File: src/rtl/tcam_pkg.sv
// Shared definitions for the TCAM match path: default geometry, width helpers,
// the resolver state encoding and a saturating increment.
package tcam_pkg;

    localparam int unsigned DEF_DATA_BITS = 10;
    localparam int unsigned DEF_FRAGMENTS = 5;
    localparam int unsigned DEF_FRAG_BITS = 3;
    localparam int unsigned DEF_IDWID     = 2;
    localparam int unsigned DEF_MASKWID   = 5;

    localparam int unsigned DEF_KWID    = DEF_DATA_BITS;
    localparam int unsigned DEF_PRIOWID = DEF_IDWID;
    localparam int unsigned DEF_CNTWID  = DEF_IDWID + 1;
    localparam int unsigned DEF_FW      = DEF_DATA_BITS / DEF_FRAGMENTS;

    typedef enum logic [1:0] {
        IDLE    = 2'd0,
        COLLECT = 2'd1,
        RESOLVE = 2'd2,
        DONE    = 2'd3
    } state_t;

    function automatic int unsigned frag_width(input int unsigned data_bits,
                                               input int unsigned fragments);
        return data_bits / fragments;
    endfunction

    function automatic int unsigned cnt_width(input int unsigned idwid);
        return idwid + 1;
    endfunction

    // Increment v, clamping at the all-ones value of a w-bit counter.
    function automatic logic [31:0] sat_inc(input logic [31:0] v, input int unsigned w);
        logic [31:0] max_v;
        max_v = (32'd1 << w) - 32'd1;
        return (v >= max_v) ? max_v : v + 32'd1;
    endfunction

endpackage

File: src/rtl/key_mask_compare.sv
// Combinational fragment-wise key compare; a fragment whose mask bit is set
// is treated as don't-care.
module key_mask_compare
    import tcam_pkg::*;
#(
    parameter int unsigned DATA_BITS = DEF_DATA_BITS,
    parameter int unsigned FRAGMENTS = DEF_FRAGMENTS,
    parameter int unsigned MASKWID   = DEF_MASKWID
) (
    input  logic [DATA_BITS-1:0] search_key,
    input  logic [DATA_BITS-1:0] confirm_key,
    input  logic [MASKWID-1:0]   maskid,
    output logic                 match
);

    localparam int unsigned FW = frag_width(DATA_BITS, FRAGMENTS);

    always_comb begin
        match = 1'b1;
        for (int unsigned f = 0; f < FRAGMENTS; f++) begin
            if (!maskid[f] && (search_key[f*FW +: FW] != confirm_key[f*FW +: FW])) begin
                match = 1'b0;
            end
        end
    end

endmodule

File: src/rtl/priority_resolver.sv
// Collects ID-update candidates for one search, keeps the lowest-priority hit and
// match count, and presents a registered result held under valid/ready.
module priority_resolver
    import tcam_pkg::*;
#(
    parameter int unsigned DATA_BITS = DEF_DATA_BITS,
    parameter int unsigned FRAGMENTS = DEF_FRAGMENTS,
    parameter int unsigned FRAG_BITS = DEF_FRAG_BITS,
    parameter int unsigned IDWID     = DEF_IDWID,
    parameter int unsigned MASKWID   = DEF_MASKWID
) (
    input  logic                 clk,
    input  logic                 reset,
    input  logic                 i_search_start,
    input  logic [DATA_BITS-1:0] i_search_key,
    input  logic                 i_id_update,
    input  logic [IDWID-1:0]     i_id,
    input  logic [MASKWID-1:0]   i_maskid,
    input  logic [DATA_BITS-1:0] i_confirm_key,
    input  logic [IDWID-1:0]     i_priority,
    input  logic                 i_mask_complete,
    input  logic                 i_result_ready,
    output logic                 o_busy,
    output logic                 o_result_valid,
    output logic                 o_hit,
    output logic [IDWID-1:0]     o_match_id,
    output logic [IDWID-1:0]     o_match_priority,
    output logic [IDWID:0]       o_match_count
);

    localparam int unsigned KWID    = DATA_BITS;
    localparam int unsigned PRIOWID = IDWID;
    localparam int unsigned CNTWID  = cnt_width(IDWID);

    generate
        if (MASKWID != FRAGMENTS) begin : g_bad_mask
            $error("MASKWID must equal FRAGMENTS");
        end
        if ((DATA_BITS % FRAGMENTS) != 0) begin : g_bad_frag
            $error("FRAGMENTS must divide DATA_BITS");
        end
        if (FRAGMENTS > (1 << FRAG_BITS)) begin : g_bad_frag_bits
            $error("FRAG_BITS too small for FRAGMENTS");
        end
    endgenerate

    state_t               r_state;
    state_t               s_next;
    logic [KWID-1:0]      r_key;
    logic                 r_mc_d;
    logic                 mc_rise;

    logic                 cand_match;
    logic                 r_cand_vld;
    logic                 r_cand_hit;
    logic [IDWID-1:0]     r_cand_id;
    logic [PRIOWID-1:0]   r_cand_prio;

    logic                 r_have_best;
    logic [IDWID-1:0]     r_best_id;
    logic [PRIOWID-1:0]   r_best_prio;
    logic [CNTWID-1:0]    r_count;

    logic                 fold;
    logic                 nxt_have_best;
    logic [IDWID-1:0]     nxt_best_id;
    logic [PRIOWID-1:0]   nxt_best_prio;
    logic [CNTWID-1:0]    nxt_count;

    key_mask_compare #(
        .DATA_BITS (DATA_BITS),
        .FRAGMENTS (FRAGMENTS),
        .MASKWID   (MASKWID)
    ) u_cmp (
        .search_key  (r_key),
        .confirm_key (i_confirm_key),
        .maskid      (i_maskid),
        .match       (cand_match)
    );

    assign mc_rise = i_mask_complete & ~r_mc_d;
    assign o_busy  = (r_state != IDLE);

    always_comb begin
        s_next = r_state;
        case (r_state)
            IDLE:    if (i_search_start) s_next = COLLECT;
            COLLECT: if (mc_rise)        s_next = RESOLVE;
            RESOLVE:                     s_next = DONE;
            DONE:    if (i_result_ready) s_next = IDLE;
            default:                     s_next = IDLE;
        endcase
    end

    // Best/count after folding the staged candidate; RESOLVE captures this directly
    // so the candidate from the mask-complete cycle reaches the result.
    always_comb begin
        fold          = r_cand_vld & r_cand_hit &
                        ((r_state == COLLECT) || (r_state == RESOLVE));
        nxt_have_best = r_have_best;
        nxt_best_id   = r_best_id;
        nxt_best_prio = r_best_prio;
        nxt_count     = r_count;
        if (fold) begin
            nxt_count = CNTWID'(sat_inc(32'(r_count), CNTWID));
            if (!r_have_best || (r_cand_prio < r_best_prio)) begin
                nxt_have_best = 1'b1;
                nxt_best_id   = r_cand_id;
                nxt_best_prio = r_cand_prio;
            end
        end
    end

    always_ff @(posedge clk) begin
        if (reset) begin
            r_state          <= IDLE;
            r_key            <= '0;
            r_mc_d           <= 1'b0;
            r_cand_vld       <= 1'b0;
            r_cand_hit       <= 1'b0;
            r_cand_id        <= '0;
            r_cand_prio      <= '0;
            r_have_best      <= 1'b0;
            r_best_id        <= '0;
            r_best_prio      <= '0;
            r_count          <= '0;
            o_result_valid   <= 1'b0;
            o_hit            <= 1'b0;
            o_match_id       <= '0;
            o_match_priority <= '0;
            o_match_count    <= '0;
        end else begin
            r_state     <= s_next;
            r_mc_d      <= i_mask_complete;
            r_cand_vld  <= i_id_update & (r_state == COLLECT);
            r_cand_hit  <= cand_match;
            r_cand_id   <= i_id;
            r_cand_prio <= i_priority;

            if ((r_state == IDLE) && i_search_start) begin
                r_key       <= i_search_key;
                r_have_best <= 1'b0;
                r_best_id   <= '0;
                r_best_prio <= '0;
                r_count     <= '0;
            end else begin
                r_have_best <= nxt_have_best;
                r_best_id   <= nxt_best_id;
                r_best_prio <= nxt_best_prio;
                r_count     <= nxt_count;
            end

            if (r_state == RESOLVE) begin
                o_result_valid   <= 1'b1;
                o_hit            <= nxt_have_best;
                o_match_id       <= nxt_have_best ? nxt_best_id : '0;
                o_match_priority <= nxt_have_best ? nxt_best_prio : '0;
                o_match_count    <= nxt_count;
            end else if ((r_state == DONE) && i_result_ready) begin
                o_result_valid   <= 1'b0;
                o_hit            <= 1'b0;
                o_match_id       <= '0;
                o_match_priority <= '0;
                o_match_count    <= '0;
            end
        end
    end

endmodule

File: config.mk
export PLATFORM = sky130hd
export DESIGN_NAME = priority_resolver
export DESIGN_NICKNAME = d
export VERILOG_FILES = /design/src/rtl/tcam_pkg.sv /design/src/rtl/key_mask_compare.sv /design/src/rtl/priority_resolver.sv
export SDC_FILE = /design/constraint.sdc
export NUM_CORES = 1
export LEC_CHECK = 0
export BUFFER_PORTS_ARGS = -buffer_cell sky130_fd_sc_hd__clkbuf_2
export CAP_MARGIN = 0
export CORE_MARGIN = 1.5
export CORE_UTILIZATION = 40
export CTS_CLUSTER_DIAMETER = 60
export DETAILED_ROUTE_END_ITERATION = 10
export GPL_TIMING_DRIVEN = 0
export MAX_ROUTING_LAYER = met4
export PLACE_DENSITY = 0.79
export SKIP_CTS_REPAIR_TIMING = 1
export SLEW_MARGIN = 20
export SYNTH_ARGS = -nofsm -noshare
export SYNTH_HDL_FRONTEND = slang
export SYNTH_SLANG_ARGS = --single-unit
File: constraint.sdc
create_clock -name clk -period 1.55 [get_ports clk]
set_input_delay 0.0775 -clock clk [delete_from_list [all_inputs] [get_ports clk]]
set_output_delay 0.0775 -clock clk [all_outputs]
set_load 0.1 [all_outputs]
## Yosys cells after proc, flatten, opt, wreduce, memory -nomap -nowiden

Index checks and enable logic that the tools add are counted.

| operators by class | value |
|---|---|
| multiplexer cells | 23 |
| eq/ne operators | 11 |
| reduce and logical (&&, ||, !) cells | 21 |
| bitwise logic cells | 5 |
| magnitude comparators | 2 |
| add/sub/neg operators | 1 |

Operators by type and width:

| operator | number |
|---|---|
| $mux W2 | 12 |
| $mux W3 | 4 |
| $ne A2 B2 Y1 | 5 |
| $pmux W2 S4 | 1 |
| $logic_and A1 B1 Y1 | 7 |
| $logic_not A1 Y1 | 6 |
| $mux W1 | 6 |
| $ne A2 B2 Y1 const B | 3 |
| $reduce_or A5 Y1 | 1 |
| $and A1 B1 Y1 | 4 |
| $eq A2 B2 Y1 const B | 2 |
| $reduce_bool A2 Y1 | 2 |
| $add A3 B1 Y3 const B | 1 |
| $ge A3 B3 Y1 const B | 1 |
| $reduce_and A3 Y1 | 1 |
| $eq A2 B1 Y1 const B | 1 |
| $logic_not A2 Y1 | 1 |
| $logic_or A1 B1 Y1 | 2 |
| $lt A2 B2 Y1 | 1 |
| $reduce_or A2 Y1 | 1 |
| $not A1 Y1 | 1 |

| word-level totals | value |
|---|---|
| input port bits | 35 |
| logic and storage cells | 79 |
| output and inout port bits | 10 |
| register bits | 36 |

## Depth between registers and ports, before layout

| depth | value |
|---|---|
| depth after elaboration | 6 |
| depth in mapped cells | 7 |
| mapped depth without buffers | 6 |

## Hierarchy

A second synthesis with hierarchy kept.

| unflattened totals | value |
|---|---|
| cells, all modules | 186 |
| area, all modules | 1605.3 µm² |

By module, submodules not included:

| module | cells each | instances | area an instance (µm²) |
|---|---|---|---|
| priority_resolver | 169 | 1 | 1476.4 |
| key_mask_compare | 17 | 1 | 128.9 |

## Worst setup path after synthesis

No wires, ideal clock.

| path | value |
|---|---|
| path type | flip-flop to flip-flop |
| from | register r_state[0] |
| to | register r_key[6] |
| library setup time | 0.132 ns |
| cell stages (with the launch flop) | 7 |
| path buffers | 0 |
| setup slack | -0.314 ns |
| arrival time | 1.731 ns |
| cells stage by stage | dfxtp_1 inv_1 ha_1 inv_1 nor2_1 nand2_1 a21oi_1 |

| between the ends | value |
|---|---|
| word-level cells in the longest chain between the ends | 2 |

RTL lines:

| what | RTL line | text |
|---|---|---|
| start: declaration | priority_resolver.sv:47 | `state_t r_state;` |
| start signal: assignment | priority_resolver.sv:133 | `r_state <= s_next;` |
| $logic_not A2 Y1 | priority_resolver.sv:140 | `if ((r_state == IDLE) && i_search_start) begin` |
| $logic_and A1 B1 Y1 | priority_resolver.sv:140 |  |
| end signal: assignment | priority_resolver.sv:141 | `r_key <= i_search_key;` |
| end: declaration | priority_resolver.sv:49 | `logic [KWID-1:0] r_key;` |

Every way passes these cells.
A chain may end at the register's enable or synchronous reset.

## Worst setup path after layout

| path | value |
|---|---|
| from | register r_state[1] |
| to | register r_best_id[0] |

| between the ends | value |
|---|---|
| word-level cells in the longest chain between the ends | 4 |
| elaborated cells between the ends (all ways) | 8 |
| classes of those cells | 2 x eq/ne; 1 x mux; 1 x bitwise; 4 x reduce/logical |

RTL lines:

| what | RTL line | text |
|---|---|---|
| $eq A2 B1 Y1 / $eq A2 B2 Y1 (equally long branches) | priority_resolver.sv:99 | `((r_state == COLLECT) \|\| (r_state == RESOLVE));` |
| $logic_or A1 B1 Y1 | priority_resolver.sv:99 |  |
| $and A1 B1 Y1 | priority_resolver.sv:98 | `fold = r_cand_vld & r_cand_hit &` |
| $mux W2 | priority_resolver.sv:104 | `if (fold) begin` |
| end signal: assignment | priority_resolver.sv:148 | `r_best_id <= nxt_best_id;` |
| end: declaration | priority_resolver.sv:60 | `logic [IDWID-1:0] r_best_id;` |

Several ways; a longest one is shown, not always the timed one.

==> impl_metrics.ini <==
[setup_path]
cp_max_fo = 5
cp.arrival_ns = 1.72
crit_required_ns = 1.73
start_kind = flip-flop
crit_path_end_kind = flip-flop
critical_path_class = reg -> reg

[synthesis]
netlist_area_um2 = 1500
netlist_instances = 174
yosys.cell_types.count = 25
synth.area.top_cells = dfxtp_1 48%, nand2_1 8.3%, a21oi_1 7.3%, ha_1 6.7%, xnor2_1 5.8%
yosys.area.top_type_share = 0.480
ys_ff_latch = 36
ys_seq_area_frac = 0.480
yosysWarnings = 0
yosys.area.top_type = dfxtp_1
avgSynthCellArea_um2 = 8.63
synth_fp_nets = 217

[global_routing]
grt_use_total = 0.167
grt_pass1_vias = 1115
grt_pass1_wl_mm = 4.93
grt_antenna_before_repair = 0
grt-ovfl-total = 0
grt_max_degree = 12

[clock_tree]
clk_pin_slew_worst_paths_ns = 0.07
cts_max_level = 2
cts_sinks = 36
clockBufferDepth = 2
cts_tree = built
cts_buffers = 5
cts_root_buf = clkbuf_8
worstSkewPairLatency_ns = 0.29

[timing]
setup_viol = 0
maxSlewHeadroom = 0.641
max_slew.worst_pin.slew_ns = 0.541
final_max_slew_viol_count = 0
hold_violations = 0
holdWs_ns = 0.00342
period_share = 0.996
skew_ns = 0.00448
period_minus_slack_ns = 1.54
rsz0062_at_grt = true
fmax_ghz = 0.648

[placed_design]
gp_congestion = 0.720
io_buffer_count = 43
dp_hpwl_mm = 2.26
dp.cells = 265

[die]
start_util = 0.413
rows = 22
chipWidth_um = 64.3
dieArea_um2 = 4130
num_io_pins = 45
core-area_um2 = 3630
fp.dieH_um = 64.3

[route]
totalWireLength_mm = 3.16
first_pass_iters = 4
first_iter_violations = 45
post_drt_wl_per_cell_um = 11.3
routed_via_density = 4.73
via_count = 1324
drcViolationCount = 0
ant_nets = 0

[cells_and_area]
n_antenna_cell = 0
multi_input_area_um2 = 811
area.sequential_um2 = 729
final_cells = 280
fill_cells = 353
drive_above_1_share = 0.336
syn2layout_area_growth_pct = 37.4
final_util = 0.568
nets = 274

[status]
status = complete, no violations

[pwr]
p_leak_nw = 0.860
p_per_area_nw_per_um2 = 1470
ir_drop_v = 0.000787

[run]
maxCapViolCount = 0

[hold_path]
hp-class = in -> reg
## sequential cells by signal (all words and copies together), names as in the netlist
register,cells
r_count,3
r_mc_d,1
o_hit,1
r_cand_id,2
r_best_prio,2
r_cand_hit,1
r_best_id,2
r_state,2
o_match_count,3
r_cand_vld,1
o_match_id,2
o_result_valid,1
r_cand_prio,2
r_key,10
o_match_priority,2
r_have_best,1
## metal layers
layer,routed length (µm),global-route usage,vias up
li1,-,-,690
met1,1350,0.177,598
met2,1580,0.260,28
met3,156,0.0722,8
met4,70,0.0957,0
met5,0,-,-
## final cells by class
type / count / area share
Buffer: 6 / 0.0146
Multi-Input combinational cell: 126 / 0.393
Timing Repair Buffer: 50 / 0.133
Clock buffer: 7 / 0.0467
Inverter: 6 / 0.0152
Tap cell: 48 / 0.0291
Clock inverter: 1 / 0.0146
Sequential cell: 36 / 0.354
## cells in the mapped netlist
cell,count
dfxtp_1,36
nand2_1,33
a21oi_1,22
nor2_1,17
xnor2_1,10
o21ai_0,9
ha_1,8
inv_1,6
nor2b_1,6
clkbuf_1,5
mux2i_1,5
a21boi_0,2
nand2b_1,2
o21a_1,2
a211oi_1,1
a222oi_1,1
and3_1,1
buf_4,1
nand3_1,1
nor3_1,1
nor3b_1,1
o211ai_1,1
o21ai_2,1
or2_2,1
or4_1,1
## cell families (layout without fill, tap and decap cells)
logic type | Yosys count | count (layout) | share of synthesized area
xor gates and xnor gates | 10 | 10 | 0.0583
and+or+nand+nor | 64 | 64 | 0.183
AOI/OAI and AO/OA | 39 | 39 | 0.146
adders and majority gates | 8 | 8 | 0.0667
buffers and inverters | 12 | 70 | 0.0325
muxes | 5 | 5 | 0.0333
DFF | 36 | 36 | 0.480
## worst paths after layout
check | start | to | slack [ns] | depth (start not counted)
min reg2reg | o_match_count[0] | o_match_count[0] | 0.45 | 2
max reg2reg | r_state[1] | r_best_id[0] | 0.006 | 7
min | i_search_key[5] | r_key[5] | 0.003 | 3
max | r_state[1] | r_best_id[0] | 0.006 | 7
## critical path, cell delays in order, from the launching register on
cell and delay (ns):
dfxtp_4 0.37, inv_4 0.05, ha_4 0.23, and3_4 0.15, buf_6 0.13, o21ai_4 0.10, mux2i_1 0.33, nor2_1 0.07
## per-stage QoR
stage | power, mW | setup TNS [ns] | cell area (µm²) | worst slack, ns
detailed placement | 2.04 | -0.349 | 1800 | -0.0981
global placement | 2.03 | -0.216 | 1800 | -0.0578
floorplan | 1.84 | -0.0208 | 1530 | -0.00209
global route | 3.23 | -0.516 | 2060 | -0.0826
finish | 3.04 | 0 | 2060 | 0.00645
CTS | 2.96 | -0.436 | 1930 | -0.113
## report_power, final
part           switching, mW  internal (mW)
logic                  0.638          0.370
registers             0.0827           1.04
clock network          0.338          0.567
## cells in the final DEF, fill, tap and decap left out, drive strengths merged
cell and count:
clkbuf 54, dfxtp 36, nand2 33, a21oi 22
nor2 17, xnor2 10, o21ai 10, ha 8
nor2b 6, inv 5, mux2i 5, buf 5
dlygate4sd3 4, o21a 2, a21boi 2, nand2b 2
clkinvlp 1, and3 1, nand3 1, o211ai 1
a222oi 1, a211oi 1, or2 1, nor3b 1
or4 1, nor3 1, bufinv 1
No activity file was read; power rests on OpenSTA's default activity.
